[src/rtl/dm_bus_arbiter.sv]
// Data-memory port arbiter: CPU M-stage has priority, one secondary master gets idle-cycle beats.
// Optional starvation guard (forced secondary grant with CPU stall) enabled by ARB_STARVE_GUARD_EN.
module dm_bus_arbiter #(
    parameter int STARVE_LIMIT = 8
) (
    input  logic        clk,
    input  logic        reset,

    input  logic        cpu_req,
    input  logic [31:0] cpu_addr,
    input  logic [31:0] cpu_wdata,
    input  logic [3:0]  cpu_byteen,
    output logic [31:0] cpu_rdata,
    output logic        cpu_stall,

    input  logic        sec_req,
    input  logic [31:0] sec_addr,
    input  logic [31:0] sec_wdata,
    input  logic [3:0]  sec_byteen,
    output logic        sec_gnt,
    output logic        sec_rvalid,
    output logic [31:0] sec_rdata,

    output logic [31:0] mem_addr,
    output logic [31:0] mem_wdata,
    output logic [3:0]  mem_byteen,
    input  logic [31:0] mem_rdata
);

    logic        force_gnt;
    logic        sel_sec;
    logic        sec_load;
    logic        rvalid_p1;
    logic [31:0] rdata_p1;

`ifdef ARB_STARVE_GUARD_EN
    localparam logic [7:0] LIMIT = 8'(STARVE_LIMIT);

    logic [7:0] starve_cnt;

    assign force_gnt = (starve_cnt == LIMIT);

    // Counts consecutive denied cycles; any grant or withdrawn request restarts the count.
    always_ff @(posedge clk) begin
        if (reset) begin
            starve_cnt <= 8'd0;
        end else if (!sec_req || sel_sec) begin
            starve_cnt <= 8'd0;
        end else if (starve_cnt != LIMIT) begin
            starve_cnt <= starve_cnt + 8'd1;
        end
    end
`else
    assign force_gnt = 1'b0;
`endif

    assign sel_sec   = sec_req && (!cpu_req || force_gnt);
    assign sec_gnt   = sel_sec;
    assign cpu_stall = cpu_req && sel_sec;
    assign cpu_rdata = mem_rdata;
    assign sec_load  = sel_sec && (sec_byteen == 4'd0);

    always_comb begin
        mem_addr   = cpu_addr;
        mem_wdata  = cpu_wdata;
        mem_byteen = cpu_req ? cpu_byteen : 4'd0;
        if (sel_sec) begin
            mem_addr   = sec_addr;
            mem_wdata  = sec_wdata;
            mem_byteen = sec_byteen;
        end
    end

    // Stage p1: registered read return for the secondary master.
    always_ff @(posedge clk) begin
        if (reset) begin
            rvalid_p1 <= 1'b0;
            rdata_p1  <= 32'd0;
        end else begin
            rvalid_p1 <= sec_load;
            if (sec_load) begin
                rdata_p1 <= mem_rdata;
            end
        end
    end

    assign sec_rvalid = rvalid_p1;
    assign sec_rdata  = rdata_p1;

endmodule

[config.mk]
export PLATFORM = sky130hd
export DESIGN_NAME = dm_bus_arbiter
export DESIGN_NICKNAME = d
export VERILOG_FILES = /design/src/rtl/dm_bus_arbiter.sv
export SDC_FILE = /design/constraint.sdc
export NUM_CORES = 1
export LEC_CHECK = 0
export ABC_AREA = 1
export CAP_MARGIN = 5
export CELL_PAD_IN_SITES_DETAIL_PLACEMENT = 0
export CELL_PAD_IN_SITES_GLOBAL_PLACEMENT = 2
export CORE_UTILIZATION = 11
export CTS_BUF_LIST = sky130_fd_sc_hd__clkbuf_8
export DETAILED_ROUTE_END_ITERATION = 10
export MAX_ROUTING_LAYER = met4
export PLACE_DENSITY = 0.95
export SLEW_MARGIN = 20
export SYNTH_ARGS = -nofsm -noshare
export SYNTH_HDL_FRONTEND = slang
export SYNTH_SLANG_ARGS = --single-unit
[constraint.sdc]
create_clock -name clk -period 2.6 [get_ports clk]
set_input_delay 0.52 -clock clk [delete_from_list [all_inputs] [get_ports clk]]
set_output_delay 0.52 -clock clk [all_outputs]
set_load 0.02 [all_outputs]
* After elaboration in Yosys (flattened, before gate mapping) *
Index checks and enable logic that the tools add are counted.

storage, ports and cells
  flip-flop bits (word level) = 33
  input bits = 172
  output and inout port bits = 135
  word-level logic and storage cells = 11

cells by class
  muxes and demuxes = 4
  reduce and logical (&&, ||, !) cells = 5

operators by type and width
  operator             count
  $mux W32             2
  $mux W4              2
  $logic_not A4 Y1     1
  $logic_and A1 B1 Y1  3
  $logic_not A1 Y1     1

* Longest topological paths before layout *
  word-level depth = 3
  mapped depth = 8
  gate-level depth less buffers = 6

* Least setup slack after synthesis *
Ideal clock, no wire load.

  path type = input-to-output
  start = input port sec_req
  end = output port mem_wdata[22]
  arrival time = 1380 ps
  required time = 2080 ps
  path slack = 700 ps
  stages on the path = 5
  path buffers = 1
  cell sequence = inv_1 > nor2_4 > buf_1 > nand2_1 > nand2_1

between the ends
  cells in the longest elaborated chain, start to end = 2

ends and longest elaborated chain
  what                 line  RTL
  start: declaration   16    input logic sec_req,
  $logic_and A1 B1 Y1  57    assign sel_sec = sec_req && (!cpu_req || force_gnt);
  named net sec_gnt    20    output logic sec_gnt,
  $mux W32             67    if (sel_sec) begin
  end: declaration     25    output logic [31:0] mem_wdata,

The timed path passes the listed nets, and every way through them passes these cells.

* Worst setup path after layout *
  start = input port sec_req
  end = output port mem_wdata[0]

between the ends
  cells in the longest elaborated chain, start to end = 2

ends and longest elaborated chain
  what                 line
  $logic_and A1 B1 Y1  57
  $mux W32             67

No other way between the ends.

==> impl_metrics.prom <==
# TYPE chip_impl_metric gauge
chip_impl_info{name="status",value="finished, final reports clean"} 1
chip_impl_info{name="crit-reg2reg-launch",value="sec_rdata[19]"} 1
chip_impl_metric{name="synth_edf_count",unit=""} 0
chip_impl_info{name="synth.cells.most_frequent",value="nand2_1 (256), nor2_1 (67), inv_1 (34), buf_4 (33), dfxtp_1 (33)"} 1
chip_impl_metric{name="worst_ep_required_time",unit="ns"} 2.08
chip_impl_metric{name="syn-mean-instance-area",unit="um^2"} 5.29
chip_impl_metric{name="grt_antenna_before_repair",unit=""} 0
chip_impl_metric{name="synth_seq_cells",unit=""} 33
chip_impl_info{name="rr_endpoint",value="sec_rdata[19]"} 1
chip_impl_metric{name="portBuffers",unit=""} 305
chip_impl_metric{name="leakage_power",unit="nW"} 2.71
chip_impl_metric{name="post_route_cells_drive_above_1_share",unit="%"} 3.07
chip_impl_metric{name="dpl-instance-area",unit="um^2"} 5550
chip_impl_info{name="ctsRootBufferMaster",value="clkbuf_8"} 1
chip_impl_info{name="unrepaired_setup_endpoints_after_global_routing",value="yes"} 1
chip_impl_info{name="post-synth-top-area-cell",value="nand2_1"} 1
chip_impl_info{name="ys_top_cells_by_area",value="nand2_1 (40%), dfxtp_1 (27%), nor2_1 (10%), buf_4 (10%), inv_1 (5.3%)"} 1
chip_impl_metric{name="fin_skew",unit="ns"} 0
chip_impl_metric{name="cts-buffers-inserted",unit=""} 5
chip_impl_info{name="timing.critical_path.to_type",value="output port"} 1
chip_impl_metric{name="detail_route.iter0.violations",unit=""} 109
chip_impl_metric{name="fin_crit",unit="ns"} 2.52
chip_impl_metric{name="grt_max_degree",unit=""} 66
chip_impl_metric{name="worst_setup_hold_path_clk_slew",unit="ns"} 0.07
chip_impl_metric{name="drc_errors",unit=""} 0
chip_impl_info{name="min_path_type",value="flip-flop to flip-flop"} 1
chip_impl_metric{name="die_outline_area",unit="um^2"} 22400
chip_impl_metric{name="place_hpwl",unit="mm"} 9.08
chip_impl_info{name="clock_tree_from_tritoncts",value="built"} 1
chip_impl_metric{name="post_synthesis_async_set_or_reset_flop_share",unit="%"} 0
chip_impl_metric{name="ant_nets",unit=""} 0
chip_impl_metric{name="track_usage",unit="%"} 9.87
chip_impl_metric{name="num_io_pins",unit=""} 307
chip_impl_metric{name="setup_viol_count_final",unit=""} 0
chip_impl_metric{name="synth_cell_type_count",unit=""} 13
chip_impl_metric{name="cts.path.max_buffers",unit=""} 2
chip_impl_metric{name="globalRoute.totalOverflow",unit=""} 0
chip_impl_metric{name="timing.fmax",unit="GHz"} 0.397
chip_impl_info{name="setup.worst_path.class",value="input pin to output port"} 1
chip_impl_metric{name="fin_cells",unit=""} 992
chip_impl_metric{name="dpl.cell_count",unit=""} 985
chip_impl_metric{name="insertedDiodeCount",unit=""} 0
chip_impl_metric{name="synth.yosys.warnings",unit=""} 0
chip_impl_metric{name="power.density_cell_area",unit="nW/um^2"} 303
chip_impl_metric{name="synth_cells",unit=""} 454
chip_impl_metric{name="first_pass_iters",unit=""} 4
chip_impl_metric{name="timing.final.crit_share",unit="%"} 96.9
chip_impl_metric{name="effective_utilization_at_floorplan",unit="%"} 11.3
chip_impl_metric{name="setup-tns-final",unit="ns"} 0
chip_impl_info{name="critPathCapture",value="mem_wdata[0]"} 1
chip_impl_metric{name="synth_top_cell_area_share",unit="%"} 40.0
chip_impl_metric{name="crit_fanout",unit=""} 53
chip_impl_metric{name="core_region_area",unit="um^2"} 21200
chip_impl_metric{name="vdd.ir_drop.worst",unit="V"} 0.000186
chip_impl_metric{name="hold_viol_final",unit=""} 0
chip_impl_metric{name="synth_fp_nets",unit=""} 626
chip_impl_metric{name="die_x",unit="um"} 150
chip_impl_metric{name="final-max-slew-violation-count",unit=""} 0
chip_impl_metric{name="clock_insertion_delay_worst_skew",unit="ns"} 0.28
chip_impl_metric{name="timing.max_cap.violations",unit=""} 0
chip_impl_metric{name="fin_nets",unit=""} 889
chip_impl_metric{name="syn_to_final_growth",unit="%"} 131
chip_impl_metric{name="setup.reg_to_reg.worst_slack",unit="ns"} 1.97
chip_impl_metric{name="clock-sinks",unit=""} 33
chip_impl_info{name="synth_flop_cell",value="dfxtp_1"} 1
chip_impl_metric{name="cts.repair_timing.setup_buffer_count",unit=""} 0
chip_impl_metric{name="global_route_wire_length_before_repair",unit="mm"} 16.8
chip_impl_metric{name="die_h",unit="um"} 150
chip_impl_info{name="synth_most_common_cell",value="nand2_1"} 1
chip_impl_metric{name="via_count",unit=""} 3384
chip_impl_info{name="worst_setup_path_start_kind",value="input pin"} 1
chip_impl_metric{name="worstPathArrival",unit="ns"} 2.00
chip_impl_metric{name="fp-row-count",unit=""} 53
chip_impl_metric{name="vias_per_cell",unit=""} 3.41
chip_impl_metric{name="final_area",unit="um^2"} 5560
chip_impl_metric{name="synth-seq-area-share",unit="%"} 27.5
chip_impl_metric{name="syn-cell-area",unit="um^2"} 2400
chip_impl_info{name="critical_path.startpoint",value="sec_req"} 1
chip_impl_metric{name="place.gp.congestion",unit=""} 0.808
chip_impl_metric{name="htree_num_levels",unit=""} 2
chip_impl_metric{name="drt-wirelength-per-cell",unit="um"} 11.6
chip_impl_metric{name="first_global_vias",unit=""} 3201
chip_impl_metric{name="r2r_cells",unit=""} 4
chip_impl_metric{name="cts_hold_buffers",unit=""} 0
chip_impl_metric{name="detail_route.wirelength",unit="mm"} 11.5
==> final cells by class <==
cell class                 instances  area (um^2)
fill                            2381        15700
timing repair buffer             312         3060
multi-input combinational        330         1270
sequential                        33          661
tap                              275          344
inverter                          35          131
clock buffer                       6         82.6
clock inverter                     1         7.51
==> per-stage QoR <==
stage	power (W)	util, %	setup WS, ns	hold slack (ns)
after floorplan	0.000850	-	0.700	0.585
after global placement	0.00136	26.2	-0.182	0.498
after detailed placement	0.00135	26.2	-0.217	0.499
after CTS	0.00172	26.2	-0.168	0.513
after global routing	0.00180	26.2	-0.0154	0.538
final	0.00168	26.2	0.0812	0.509
==> layer usage <==
| layer | up-vias | wire [um] | global-route usage (%) |
|---|---|---|---|
| met3 | 15 | 1120 | 2.56 |
| met5 | - | 0 | - |
| met2 | 169 | 5540 | 17.3 |
| met4 | 0 | 165 | 2.37 |
| met1 | 1388 | 4720 | 11.1 |
| li1 | 1812 | - | - |
==> flip-flops by register name, indices dropped and copies added (netlist names) <==
| signal | flops |
|---|---|
| sec_rvalid | 1 |
| sec_rdata | 32 |
==> worst max-delay path, stage by stage <==
cell and delay [ns]:
clkdlybuf4s50_1 0.47, inv_1 0.07, nor2_4 0.15, buf_12 0.25, nand2_1 0.09, nand2_1 0.07
dlygate4sd2_1 0.34
==> worst min path at each step <==
stage / slack, ns / end / cells past startpoint / start
6_report: 0.51 / sec_rdata[2] / 4 / sec_rdata[2]
5_1_grt: 0.54 / sec_rdata[11] / 4 / sec_rdata[11]
4_1_cts: 0.51 / sec_rdata[2] / 4 / sec_rdata[2]
3_5_place_dp: 0.50 / sec_rdata[2] / 4 / sec_rdata[2]
3_3_place_gp: 0.50 / sec_rdata[19] / 4 / sec_rdata[19]
2_1_floorplan: 0.59 / sec_rdata[0] / 4 / sec_rdata[0]
==> report_power, final <==
part / internal, W / switching [W] / total, W
Sequential: 0.000512 / 0.00000310 / 0.000515
Clock: 0.000209 / 0.000199 / 0.000408
Combinational: 0.000412 / 0.000349 / 0.000761
Total: 0.00113 / 0.000551 / 0.00168
==> layout by cell type, fill, tap and decap left out, types with 3 or more instances in the layout <==
master | Yosys | routed
nand2_1 | 256 | 256
clkdlybuf4s50_1 | 0 | 236
nor2_1 | 67 | 67
dlygate4sd2_1 | 0 | 52
inv_1 | 34 | 34
dfxtp_1 | 33 | 33
clkdlybuf4s15_1 | 0 | 11
clkbuf_8 | 0 | 6
clkbuf_2 | 0 | 5
a22o_1 | 4 | 4
buf_12 | 0 | 3
buf_4 | 33 | 3
==> cells by family after synthesis <==
group	after synthesis	synth area share (%)
AOI/OAI and AO/OA	4	1.46
DFF	33	27.5
buffers and inverters	91	19.8
other	1	0.156
and+or+nand+nor	325	51.1
==> timing repair <==
item | 4_1_cts | 5_1_grt
setup endpoints to repair | 69 | 17
resized for setup | 69 | 22
pin swaps | 0 | 0
No activity file was read; power rests on OpenSTA's default activity.
